File: src/rtl/fir_pkg.sv
`default_nettype none
// +--------------------------------------------------------------------------+
// | fir_pkg: FSM states, accumulator sizing and round/saturate helper        |
// | Revision: 1.0                                                            |
// +--------------------------------------------------------------------------+
package fir_pkg;

  typedef enum logic [1:0] {
    IDLE = 2'd0,
    MAC  = 2'd1,
    OUT  = 2'd2
  } state_t;

  localparam int RS_W = 64;

  typedef struct packed {
    logic [RS_W-1:0] value;
    logic            sat;
  } rs_t;

  function automatic int acc_width(input int data_w, input int coef_w, input int ntaps);
    return data_w + coef_w + $clog2(ntaps);
  endfunction

  // acc arrives already extended to RS_W according to sgn
  function automatic rs_t round_sat(input logic [RS_W-1:0] acc, input int shift,
                                    input int out_w, input logic sgn);
    rs_t             r;
    logic [RS_W-1:0] v;
    logic [RS_W-1:0] hi;
    logic [RS_W-1:0] lo;
    v     = acc;
    r.sat = 1'b0;
    if (shift > 0) v = v + (64'd1 << (shift - 1));
    if (sgn) v = $signed(v) >>> shift;
    else     v = v >> shift;
    if (sgn) begin
      hi = (64'd1 << (out_w - 1)) - 64'd1;
      lo = ~hi;
      if ($signed(v) > $signed(hi)) begin
        v     = hi;
        r.sat = 1'b1;
      end else if ($signed(v) < $signed(lo)) begin
        v     = lo;
        r.sat = 1'b1;
      end
    end else begin
      hi = (64'd1 << out_w) - 64'd1;
      lo = '0;
      if (v > hi) begin
        v     = hi;
        r.sat = 1'b1;
      end
    end
    r.value = v;
    return r;
  endfunction

endpackage
`default_nettype wire

File: src/rtl/fir_round_sat.sv
`default_nettype none
// +--------------------------------------------------------------------------+
// | fir_round_sat: combinational round-half-up, shift and clamp to OUT_W     |
// | Revision: 1.0                                                            |
// +--------------------------------------------------------------------------+
module fir_round_sat
  import fir_pkg::*;
#(
  parameter int ACC_W  = 28,
  parameter int OUT_W  = 16,
  parameter int SHIFT  = 11,
  parameter int SIGNED = 0
) (
  input  logic [ACC_W-1:0] acc,
  output logic [OUT_W-1:0] value,
  output logic             sat
);

  logic [RS_W-1:0] acc_ext;
  rs_t             res;
  logic            unused_hi;

  assign acc_ext   = {{(RS_W-ACC_W){(SIGNED != 0) && acc[ACC_W-1]}}, acc};
  assign res       = round_sat(acc_ext, SHIFT, OUT_W, SIGNED != 0);
  assign value     = res.value[OUT_W-1:0];
  assign sat       = res.sat;
  // clamped result always fits OUT_W, upper bits carry no information
  assign unused_hi = ^res.value[RS_W-1:OUT_W];

endmodule
`default_nettype wire

File: src/rtl/fir_serial_mac.sv
`default_nettype none
// +--------------------------------------------------------------------------+
// | fir_serial_mac: time-multiplexed FIR, one MAC iterated over NTAPS taps   |
// | Revision: 1.0                                                            |
// +--------------------------------------------------------------------------+
module fir_serial_mac
  import fir_pkg::*;
#(
  parameter int DATA_W = 12,
  parameter int COEF_W = 12,
  parameter int NTAPS  = 16,
  parameter int OUT_W  = 16,
  parameter int SHIFT  = 11,
  parameter int SIGNED = 0
) (
  input  logic                     clk,
  input  logic                     rst,
  input  logic                     en,
  input  logic                     in_valid,
  output logic                     in_ready,
  input  logic [DATA_W-1:0]        data_in,
  input  logic                     coef_we,
  input  logic [$clog2(NTAPS)-1:0] coef_addr,
  input  logic [COEF_W-1:0]        coef_wdata,
  output logic                     out_valid,
  output logic [OUT_W-1:0]         data_out,
  output logic                     sat_flag
);

  localparam int ACC_W = acc_width(DATA_W, COEF_W, NTAPS);
  localparam int IDX_W = $clog2(NTAPS);

  state_t             state, state_nxt;
  logic [DATA_W-1:0]  x [NTAPS];
  logic [COEF_W-1:0]  c [NTAPS];
  logic [IDX_W-1:0]   idx;
  logic [ACC_W-1:0]   acc;
  logic [ACC_W-1:0]   x_ext, c_ext, prod;
  logic [OUT_W-1:0]   rs_value;
  logic               rs_sat;

  // Product kept at ACC_W bits: modular wrap is exact for two's complement
  always_comb begin
    x_ext = {{(ACC_W-DATA_W){(SIGNED != 0) && x[idx][DATA_W-1]}}, x[idx]};
    c_ext = {{(ACC_W-COEF_W){(SIGNED != 0) && c[idx][COEF_W-1]}}, c[idx]};
    prod  = x_ext * c_ext;
  end

  always_comb begin
    state_nxt = state;
    in_ready  = 1'b0;
    case (state)
      IDLE: begin
        in_ready = en && !rst;
        if (in_valid && en) state_nxt = MAC;
      end
      MAC:     if (idx == IDX_W'(NTAPS - 1)) state_nxt = OUT;
      OUT:     state_nxt = IDLE;
      default: state_nxt = IDLE;
    endcase
    if (!en) state_nxt = IDLE;
  end

  always_ff @(posedge clk or posedge rst) begin
    if (rst) state <= IDLE;
    else     state <= state_nxt;
  end

  always_ff @(posedge clk or posedge rst) begin
    if (rst) begin
      acc       <= '0;
      idx       <= '0;
      out_valid <= 1'b0;
      data_out  <= '0;
      sat_flag  <= 1'b0;
      for (int k = 0; k < NTAPS; k++) x[k] <= '0;
    end else begin
      out_valid <= 1'b0;
      if (!en) begin
        acc <= '0;
        idx <= '0;
        for (int k = 0; k < NTAPS; k++) x[k] <= '0;
      end else begin
        case (state)
          IDLE: if (in_valid) begin
            x[0] <= data_in;
            for (int k = 1; k < NTAPS; k++) x[k] <= x[k-1];
            acc <= '0;
            idx <= '0;
          end
          MAC: begin
            acc <= acc + prod;
            idx <= idx + 1'b1;
          end
          OUT: begin
            data_out  <= rs_value;
            sat_flag  <= rs_sat;
            out_valid <= 1'b1;
          end
          default: ;
        endcase
      end
    end
  end

  // Coefficients survive en low; only rst clears them
  always_ff @(posedge clk or posedge rst) begin
    if (rst) begin
      for (int k = 0; k < NTAPS; k++) c[k] <= '0;
    end else if (coef_we) begin
      c[coef_addr] <= coef_wdata;
    end
  end

  fir_round_sat #(
    .ACC_W (ACC_W),
    .OUT_W (OUT_W),
    .SHIFT (SHIFT),
    .SIGNED(SIGNED)
  ) u_round_sat (
    .acc  (acc),
    .value(rs_value),
    .sat  (rs_sat)
  );

endmodule
`default_nettype wire

File: config.mk
export PLATFORM = sky130hd
export DESIGN_NAME = fir_serial_mac
export DESIGN_NICKNAME = d
export VERILOG_FILES = /design/src/rtl/fir_pkg.sv /design/src/rtl/fir_round_sat.sv /design/src/rtl/fir_serial_mac.sv
export SDC_FILE = /design/constraint.sdc
export NUM_CORES = 1
export LEC_CHECK = 0
export BUFFER_PORTS_ARGS = -buffer_cell sky130_fd_sc_hd__buf_2
export CAP_MARGIN = 10
export CORE_UTILIZATION = 50
export CTS_CLUSTER_SIZE = 20
export DETAILED_ROUTE_END_ITERATION = 6
export PLACE_DENSITY = 0.75
export SYNTH_ARGS = -nofsm -noshare
export SYNTH_HDL_FRONTEND = slang
export SYNTH_SLANG_ARGS = --single-unit
File: constraint.sdc
create_clock -name clk -period 23.8 [get_ports clk]
set_clock_uncertainty 0.2 [all_clocks]
set_input_delay 1.19 -clock clk [delete_from_list [all_inputs] [get_ports clk]]
set_output_delay 1.19 -clock clk [all_outputs]
set_load 0.02 [all_outputs]
==> results of run 1 <==
power breakdown:
part | switching, uW | total [uW] | internal [uW]
Sequential | 49.8 | 876 | 826
Combinational | 262 | 477 | 215
Clock | 304 | 737 | 432
layout by cell type, fill, tap and decap left out, types with 14 or more instances in the layout:
cell type and n:
a21oi_1 44, mux4_2 97, ha_1 70, xor2_1 18, dfrtp_1 432, buf_4 21
mux2i_1 20, buf_2 51, o21ai_0 20, nor2_1 109, a22o_1 195, a21o_1 14
inv_1 209, mux2_2 207, clkbuf_16 47, fa_1 123, nand2_1 100
kinds of logic (layout without fill, tap and decap cells):
family | Yosys count | count (layout) | synth area share
flops | 436 | 436 | 0.438
buf+inv | 347 | 370 | 0.0570
compound gates | 342 | 342 | 0.107
mux | 332 | 332 | 0.198
simple gates | 307 | 307 | 0.0556
fa+ha+maj | 193 | 193 | 0.134
xor+xnor | 30 | 30 | 0.0105
registers in the layout, summed over array words and instances (netlist names):
| name | count |
|---|---|
| data_out | 16 |
| state | 2 |
| out_valid | 1 |
| c | 192 |
| x | 192 |
| sat_flag | 1 |
| acc | 28 |
| idx | 4 |
worst paths after layout:
path | start | endpoint | slack [ns]
min in group asynchronous | rst | x[190] | 0.51
worst min-delay path | c[160] | c[160] | 0.30
max in group asynchronous | rst | c[139] | 19.93
worst max register to register | idx[0] | acc[26] | 14.72
worst max-delay path | idx[0] | acc[26] | 14.72
worst min register to register | c[160] | c[160] | 0.30
synthesized netlist by cell type (3+ instances only):
cell,n
buf_6,9
o211ai_1,8
o21a_1,11
mux4_2,97
o21ai_0,20
a211oi_1,4
or3_1,4
mux2_2,207
buf_1,8
clkbuf_1,89
a22o_1,195
a21oi_1,44
nand2_1,100
nor2b_1,7
o21ai_2,5
mux2i_1,20
buf_2,20
and3_1,12
buf_4,7
nand4_1,10
dfrtp_1,436
nand3b_1,4
a21o_1,14
inv_1,210
fa_1,123
xnor2_1,12
ha_1,70
inv_2,4
xor2_1,18
nor2_1,118
o22ai_1,10
o21ai_1,6
and2_4,3
nand2b_1,13
and2_1,4
or2_2,6
a31oi_1,3
nand3_1,13
mux4_1,8
layout make-up:
| class | instances | area (sq um) |
|---|---|---|
| Tap cell | 664 | 831 |
| Fill cell | 4056 | 21900 |
| Multi-Input combinational cell | 1204 | 12600 |
| Sequential cell | 436 | 10900 |
| Timing Repair Buffer | 72 | 413 |
| Inverter | 214 | 811 |
| Clock inverter | 18 | 235 |
| Clock buffer | 66 | 1320 |
per-stage QoR:
| step | hold WS [ns] | total power, uW | util |
|---|---|---|---|
| finish | 0.299 | 2090 | 0.553 |
| global route | 0.315 | 2200 | 0.553 |
| CTS | 0.300 | 2110 | 0.553 |
| detailed placement | 0.287 | 1370 | 0.522 |
| global placement | 0.273 | 1340 | 0.522 |
| floorplan | 0.268 | 1250 | - |
routing by layer:
metal,part of all wire,up-vias,global-route usage
li1,-,6978,-
met1,0.46,8182,0.318
met2,0.48,327,0.357
met3,0.038,103,0.0323
met4,0.026,2,0.0667
met5,0.00024,-,0
==> metrics.cfg, run 1 <==
[placed_design]
placed_area_sq_um = 25600
gp_congestion = 0.905
dpl.hpwl_microns = 36000
portBuffers = 51
place_ws_ns = 14.70
dp_cells = 2589

[yosys]
synth-seq-area-share = 0.438
synth_top_area_cell = dfrtp_1
ys_ff_latch = 436
synth_area_per_cell_sq_um = 12.5
async_flop_share = 1.00
yosysWarnings = 0
syn_nets = 2213
ys.flop_type = dfrtp_1
synth_area_leaders = dfrtp_1, fa_1, mux2_2
syn_inst = 1987
yosysUniqueCellTypes = 66
yosysTopAreaCellShare = 0.438
synth_edf_count = 0
netlist_area_sq_um = 24900

[finish]
n_antenna_cell = 0
final_nets = 2201
stdcell_count = 2674
drive_gt1_frac = 0.242
stdcell_area_sq_um = 27100
area_growth_pct = 8.93

[worst_setup_path]
crit_buf_inv = 5
crit_path_max_fanout = 43
crit_chain = buf_4, buf_4, mux4_2, mux2_2, o21ai_1, nand2b_1, fa_1, fa_1, inv_1, fa_1, fa_1, inv_1, fa_1, inv_1, ha_1, a21o_1, a21oi_1, a2bb2oi_1, o2111ai_1, a221o_1, o31ai_1, mux2i_1
crit_top_cell = fa_1
worstRegToRegCells = 22
critPathCaptureType = register
cp_top_family = adder cells
cp.arrival_ns = 9.39
cp-start-kind = register
crit_required_ns = 24.11
cp_slowest_cell = buf_4
crit_type = register to register
crit_cells = 22
slowest_delay_ns = 0.80

[drt]
ant_nets = 0
via_per_inst = 5.83
drc = 0
drtIter0Drc = 1056
vias = 15600
first_pass_iters = 5
wire_per_inst_microns = 20.2
routed_wl_microns = 53900

[timing]
setup_viol = 0
min_period_ns = 9.08
tightest_slew_ns = 1.09
fmax_mhz = 110
rsz0062_at_grt = false
slew_headroom = 0.270
tns_ns = 0
setup_ws_ns = 14.72
slew_violations = 0
post-route-period-util = 0.382
finalHoldViolations = 0

[clock_tree]
insertion_delay_ns = 0.60
clk_pin_slew_ns = 0.06
cts_setup_buffers = 0
cts_buffers = 47
cts_max_level = 2
postCtsHoldBufs = 0
clkSinkCount = 436
tritoncts = done
post_cts_resized = 0
clockRootBuffer = clkbuf_16
cts_buffer_depth = 3

[grt]
grt_pass1_vias = 16300
grt_usage = 0.223
grt-ovfl-total = 0
antenna_found_initial = 1
grt_start_max_net_pins = 103
grt_pass1_wl_microns = 89300

[floorplanning]
ioPinCount = 52
row_count = 81
die_y_microns = 225
die_w_microns = 225
die-area_sq_um = 50700
core_sq_um = 49100
initial_core_util = 0.508

[power]
pwr_density_cell_nw_per_um2 = 77.0
max-vdd-ir-drop_mv = 0.0623
p_leak_uw = 0.0126

[hold_path]
holdCritPathClass = register to register
holdPathStages = 1

[status]
status = finished, final reports clean

[job]
cap_violations = 0

Power figures use the tool's default switching activity.
==> run 2, diff against run 1 <==
--- a/config.mk
+++ b/config.mk
@@ -5,12 +5,13 @@
 export SDC_FILE = /design/constraint.sdc
 export NUM_CORES = 1
 export LEC_CHECK = 0
+export ABC_AREA = 1
 export BUFFER_PORTS_ARGS = -buffer_cell sky130_fd_sc_hd__buf_2
 export CAP_MARGIN = 10
 export CORE_UTILIZATION = 50
 export CTS_CLUSTER_SIZE = 20
 export DETAILED_ROUTE_END_ITERATION = 6
-export PLACE_DENSITY = 0.75
+export PLACE_DENSITY = 0.77
 export SYNTH_ARGS = -nofsm -noshare
 export SYNTH_HDL_FRONTEND = slang
 export SYNTH_SLANG_ARGS = --single-unit
==> constraint.sdc (replaced) <==
create_clock -name clk -period 8.3 [get_ports clk]
set_clock_uncertainty 0.2 [all_clocks]
set_input_delay 0.415 -clock clk [delete_from_list [all_inputs] [get_ports clk]]
set_output_delay 0.415 -clock clk [all_outputs]
set_load 0.02 [all_outputs]
==> metrics.cfg, run 2 <==
[status]
status = finished, final reports clean

[grt]
grt_usage = 0.235  ; +0.0114
grt_pass1_wl_microns = 103000  ; +15%
grt-ovfl-total = 0  ; unchanged
grt_start_max_net_pins = 170  ; +65%
antenna_found_initial = 0  ; -1
grt_pass1_vias = 20200  ; +24%

[timing]
rsz0062_at_grt = false
slew_violations = 0  ; unchanged
post-route-period-util = 0.864  ; +0.483
tightest_slew_ns = 1.20  ; +0.110 ns
finalHoldViolations = 0  ; unchanged
min_period_ns = 7.17  ; -1.91 ns
fmax_mhz = 139  ; +27%
slew_headroom = 0.197  ; -0.0734
tns_ns = 0  ; unchanged
setup_viol = 0  ; unchanged
holdWs_ns = 0.150  ; -0.149 ns

[drt]
drtIter0Drc = 1812  ; +72%
first_pass_iters = 6  ; +1
drc = 0  ; unchanged
wire_per_inst_microns = 15.7  ; -22%
vias = 21300  ; +37%
via_per_inst = 5.39  ; -7.6%
ant_nets = 0  ; unchanged
routed_wl_microns = 62200  ; +15%

[power]
pwr_density_cell_nw_per_um2 = 258  ; +240%
p_leak_uw = 0.0140  ; +12%
max-vdd-ir-drop_mv = 0.189  ; +200%

[floorplanning]
initial_core_util = 0.507  ; -0.00120
core_sq_um = 52600  ; +7.1%
ioPinCount = 52  ; unchanged
die_y_microns = 233  ; +3.4%
die-area_sq_um = 54200  ; +6.8%
die_w_microns = 233  ; +3.4%
row_count = 84  ; +3.7%

[hold_path]
worstHoldStart = coef_addr[1]
holdPathEnd = c[83]
holdPathStages = 4  ; +3
holdCritPathClass = input pin to register

[finish]
n_antenna_cell = 0  ; unchanged
mostFrequentLayoutCell = nand2_1
layout_common_cells = nand2_1, inv_1, dfrtp_1
area_growth_pct = 7.76
final_nets = 3463  ; +57%
largestRegisters = c x192, x x192, acc x28
drive_gt1_frac = 0.0649  ; -0.177

[placed_design]
dpl.hpwl_microns = 40000  ; +11%
portBuffers = 51  ; unchanged
gp_congestion = 0.924  ; +2.0%

[yosys]
post-synth-top-count-cell = nand2_1
synth-adder-area-share = 0.125  ; -0.00862
synth_edf_count = 0  ; unchanged
netlist_area_sq_um = 26600  ; +6.9%
ys_ff_latch = 436  ; unchanged
yosysWarnings = 0  ; unchanged
synth-simple-area-share = 0.156  ; +0.0999
async_flop_share = 1.00  ; unchanged
synth_top_family_by_area = compound AO/OA/AOI/OAI gates
syn_inst = 3290  ; +66%
synthTopCellsByCount = nand2_1, inv_1, dfrtp_1, o21ai_0, nand3_1
yosysTopAreaCellShare = 0.410  ; -0.0282
synth-seq-area-share = 0.410  ; -0.0282
yosysUniqueCellTypes = 36  ; -45%
synthXorXnorAreaFrac = 0.00460  ; -0.00594
synth_area_per_cell_sq_um = 8.10  ; -35%
synth_compound_area_frac = 0.164  ; +0.0572
synthMuxAreaShare = 0  ; -0.198
synth_top_area_cell = dfrtp_1
synth_area_leaders = dfrtp_1, nand2_1, inv_1
syn_nets = 3516  ; +59%
ys.flop_type = dfrtp_1

[clock_tree]
tritoncts = done
cts_buffers = 46  ; -2.1%
cts_setup_buffers = 0  ; unchanged
cts_buffer_depth = 3  ; unchanged
cts_max_level = 2  ; unchanged
insertion_delay_ns = 0.60  ; about the same
post_cts_resized = 0  ; unchanged
clk_pin_slew_ns = 0.06  ; about the same
clockRootBuffer = clkbuf_16
clkSinkCount = 436  ; unchanged

[worst_setup_path]
cp.arrival_ns = 7.46  ; -1.93 ns
worstRegToRegCells = 24  ; +9.1%
r2r_slack_ns = 1.13  ; -13.59 ns
critPathCaptureType = register
r2r-start = idx[0]
cp-start-kind = register
reg2reg_to = acc[24]
crit_path_max_fanout = 108  ; +150%
crit_type = register to register
crit_required_ns = 8.59  ; -15.52 ns

[job]
cap_violations = 0  ; unchanged

-- run 2: report_power, final --
| group | internal [uW] | switching, uW | total (uW) | leakage (uW) |
|---|---|---|---|---|
| registers | 2400 | 190 | 2590 | 0.00574 |
| logic | 902 | 1800 | 2710 | 0.00754 |
| clock network | 1240 | 879 | 2120 | 0.000748 |
-- run 2: timing repair --
action,CTS,global route
hold buffers,26,0
endpoints found under the hold margin,68,0
setup endpoints to repair,0,0
-- run 2: layout make-up --
class                   count  area (sq um)
fillers                  4712         23900
multi-input cells        1960         12000
flip-flops and latches    436         10900
inverters                 692          2610
clock buffers              65          1320
well taps                 688           861
repair buffers            101           771
clock inverters            15           210
-- run 2: per-layer routing --
metal	global-route usage	vias up	routed length, microns
met1	0.336	10300	28100
li1	-	10300	-
met3	0.0305	115	3950
met5	0	-	0
met4	0.0827	0	1640
met2	0.366	639	28500
-- run 2: kinds of logic after synthesis --
kind of cell,count (synthesis)
flip-flops,436
buffers and inverters,894
adder cells (fa/ha/maj),193
XOR/XNOR,14
AND/OR/NAND/NOR,1015
AO/OA/AOI/OAI,738
-- run 2: how the worst max path moves through the flow --
stage / from / end / slack [ns] / cells past startpoint
final: idx[0] / acc[24] / 1.13 / 24
after global routing: idx[0] / acc[25] / 0.66 / 24
after CTS: idx[0] / acc[24] / 1.22 / 24
after detailed placement: idx[0] / acc[24] / 1.24 / 24
after global placement: idx[0] / acc[24] / 1.35 / 24
after floorplan: rst / acc[0] / 1.80 / 1
-- run 2: critical path, stage by stage, from the launching register on --
cell and delay [ns]:
dfrtp_4 1.17, buf_12 0.37, o211ai_1 0.14, nand3_1 0.09, nand3_1 0.11, nand2_1 0.53, nand2_1 0.20, fa_1 0.60
fa_1 0.45, fa_1 0.50, inv_1 0.06, fa_1 0.53, inv_1 0.05, fa_1 0.52, inv_1 0.04, ha_1 0.38
nand2_1 0.14, nor2_1 0.28, nand2_1 0.12, nor2_1 0.12, nand2_1 0.07, nand3_1 0.09, nand2_1 0.05, nand3_1 0.06
nand2_1 0.06
-- run 2: through the flow --
step | area [sq um] | setup slack (ns) | utilization | std cells | total power (uW)
after global routing | 28700 | 0.659 | 0.546 | 3957 | 7980
after CTS | 28700 | 1.22 | 0.546 | 3957 | 7440
after floorplan | 26600 | 1.80 | - | 3290 | 4700
after global placement | 26900 | 1.35 | 0.512 | 3851 | 5220
final | 28700 | 1.13 | 0.546 | 3957 | 7420
after detailed placement | 26900 | 1.24 | 0.512 | 3851 | 5300
==> run 3, diff against run 2 <==
--- a/config.mk
+++ b/config.mk
@@ -5,7 +5,7 @@
 export SDC_FILE = /design/constraint.sdc
 export NUM_CORES = 1
 export LEC_CHECK = 0
-export ABC_AREA = 1
+export ABC_AREA = 0
 export BUFFER_PORTS_ARGS = -buffer_cell sky130_fd_sc_hd__buf_2
 export CAP_MARGIN = 10
 export CORE_UTILIZATION = 50
==> metrics.cfg, run 3 (synthesis gave the netlist of run 1 again) <==
[status]
status = finished, violations left
violations = negative hold slack

[timing]
slew_headroom = 0.163  ; -0.0337
tns_ns = 0  ; unchanged
setup_viol = 0  ; unchanged
setup_ws_ns = 0.708  ; -0.419 ns
min_period_ns = 7.59  ; +0.419 ns
fmax_mhz = 132  ; -5.5%
tightest_slew_ns = 1.26  ; +0.0540 ns
holdWs_ns = -0.0250  ; -0.175 ns
rsz0062_at_grt = false
post-route-period-util = 0.915  ; +0.0505
slew_violations = 0  ; unchanged
finalHoldViolations = 40  ; +40

[placed_design]
placed_area_sq_um = 25800  ; -4.2%
place_ws_ns = 0.764  ; -0.476 ns
dpl.hpwl_microns = 38300  ; -4.2%
dp_cells = 2607  ; -32%
portBuffers = 51  ; unchanged
gp_congestion = 0.947  ; +2.5%

[floorplanning]
die_y_microns = 225  ; -3.2%
row_count = 81  ; -3.6%
core_sq_um = 49100  ; -6.7%
initial_core_util = 0.508  ; +0.00120
die_w_microns = 225  ; -3.2%
die-area_sq_um = 50700  ; -6.4%
ioPinCount = 52  ; unchanged

[hold_path]
holdCritPathClass = input pin to asynchronous set/reset pin

[drt]
wire_per_inst_microns = 20.8  ; +32%
routed_wl_microns = 56000  ; -10%
met1_length_microns = 24700  ; -12%
via_per_inst = 5.89  ; +9.3%
drc = 0  ; unchanged
wl_met2_microns = 27200  ; -4.6%
first_pass_iters = 7  ; +1
ant_nets = 0  ; unchanged
highest_layer = met4
wl_met3_microns = 2880  ; -27%
vias = 15900  ; -25%
drtIter0Drc = 1255  ; -31%

[worst_setup_path]
r2r-start = idx[1]
cp_slowest_cell = dfrtp_4
critPathCaptureType = register
worstRegToRegCells = 20  ; -17%
crit_path_max_fanout = 34  ; -69%
reg2reg_to = acc[26]
cp-start-kind = register
crit_top_cell = fa_1
r2r_slack_ns = 0.71  ; -0.42 ns
cp.arrival_ns = 7.90  ; +0.44 ns
slowest_delay_ns = 0.77  ; -0.40 ns
crit_type = register to register
crit_required_ns = 8.61  ; +0.02 ns
crit_chain = buf_4, mux4_2, mux2_2, o21ai_1, nor2_1, fa_1, fa_1, fa_1, fa_1, inv_1, fa_1, inv_1, ha_1, and3_1, nand2_1, a2bb2oi_1, o2111ai_1, a221o_1, o31ai_1, mux2i_1

[finish]
stdcell_area_sq_um = 27500  ; -4.4%
n_antenna_cell = 0  ; unchanged
largestRegisters = c x192, x x192, acc x28
final_nets = 2230  ; -36%
n_fill_cell = 3935  ; -16%
stdcell_count = 2699  ; -32%
area_growth_pct = 10.2
drive_gt1_frac = 0.247  ; +0.182
mostFrequentLayoutCell = dfrtp_1
layout_common_cells = dfrtp_1, inv_1, mux2_2

[grt]
grt-ovfl-total = 0  ; unchanged
grt_pass1_wl_microns = 91700  ; -11%
grt_usage = 0.230  ; -0.00470
grt_start_max_net_pins = 196  ; +15%
antenna_found_initial = 0  ; unchanged
grt_pass1_vias = 16600  ; -18%

[clock_tree]
insertion_delay_ns = 0.59  ; about the same
cts_setup_buffers = 0  ; unchanged
clk_pin_slew_ns = 0.07  ; about the same
tritoncts = done
clockRootBuffer = clkbuf_16
cts_buffers = 45  ; -2.2%
cts_max_level = 2  ; unchanged
clkSinkCount = 436  ; unchanged
cts_buffer_depth = 3  ; unchanged

[power]
max-vdd-ir-drop_mv = 0.173  ; -8.2%
power_uw = 5990  ; -19%
pwr_density_cell_nw_per_um2 = 218  ; -16%
p_leak_uw = 0.0127  ; -9.3%

[job]
cap_violations = 0  ; unchanged

-- run 3: changes by cell type in the layout (fill, tap and decap cells not counted), sizes merged, moves of 88 or more --
cell	delta
a21oi	-109
a22o	+193
inv	-478
mux2	+207
mux4	+105
nand2	-586
nand3	-190
o211ai	-88
o21ai	-268
o22ai	-174
-- run 3: final cells by class --
cell class | instances | area (sq um) | area share
Multi-Input combinational cell | 1204 | 12600 | 0.459
Sequential cell | 436 | 10900 | 0.398
Clock buffer | 61 | 1300 | 0.0472
Tap cell | 664 | 831 | 0.0303
Inverter | 214 | 807 | 0.0294
Timing Repair Buffer | 103 | 741 | 0.0270
Clock inverter | 17 | 244 | 0.00889
-- run 3: per-stage QoR --
stage	hold slack, ns	utilization
global route	0.0492	0.560
global placement	0.277	0.525
floorplan	0.268	-
detailed placement	0.288	0.525
finish	-0.0250	0.560
CTS	0.00298	0.559
-- run 3: timing repair --
action / CTS / global route
hold buffers: 13 / 0
hold endpoints to repair: 15 / 0
resized for setup: 0 / 0
-- run 3: where the power goes --
group / internal (uW) / switching, uW / total (uW) / leakage [uW]
logic: 626 / 764 / 1390 / 0.00623
clock network: 1230 / 863 / 2090 / 0.000752
registers: 2370 / 143 / 2510 / 0.00574
total: 4220 / 1770 / 5990 / 0.0127
-- run 3: worst max-delay path by stage --
stage,startpoint,slack (ns),to,depth (start not counted)
after floorplan,rst,-0.29,in_ready,2
after global placement,idx[1],0.82,acc[20],20
after detailed placement,idx[1],0.76,acc[26],20
after CTS,idx[1],0.74,acc[26],20
after global routing,idx[1],0.41,acc[26],20
final,idx[1],0.71,acc[26],20
-- run 3: routing by layer --
layer | vias to the layer above | GRT usage
met5 | - | 0
met4 | 0 | 0.0614
met3 | 102 | 0.0360
met2 | 447 | 0.375
met1 | 8318 | 0.322
li1 | 7026 | -
-- run 3: worst max-delay path, delay by kind of cell (launching register included) --
kind	cells	cell delay, ns
AO/OA/AOI/OAI	5	1.61
AND/OR/NAND/NOR	3	0.47
multiplexers	3	0.90
buffers and inverters	3	0.48
adder cells (fa/ha/maj)	6	3.07
flip-flops	1	0.77
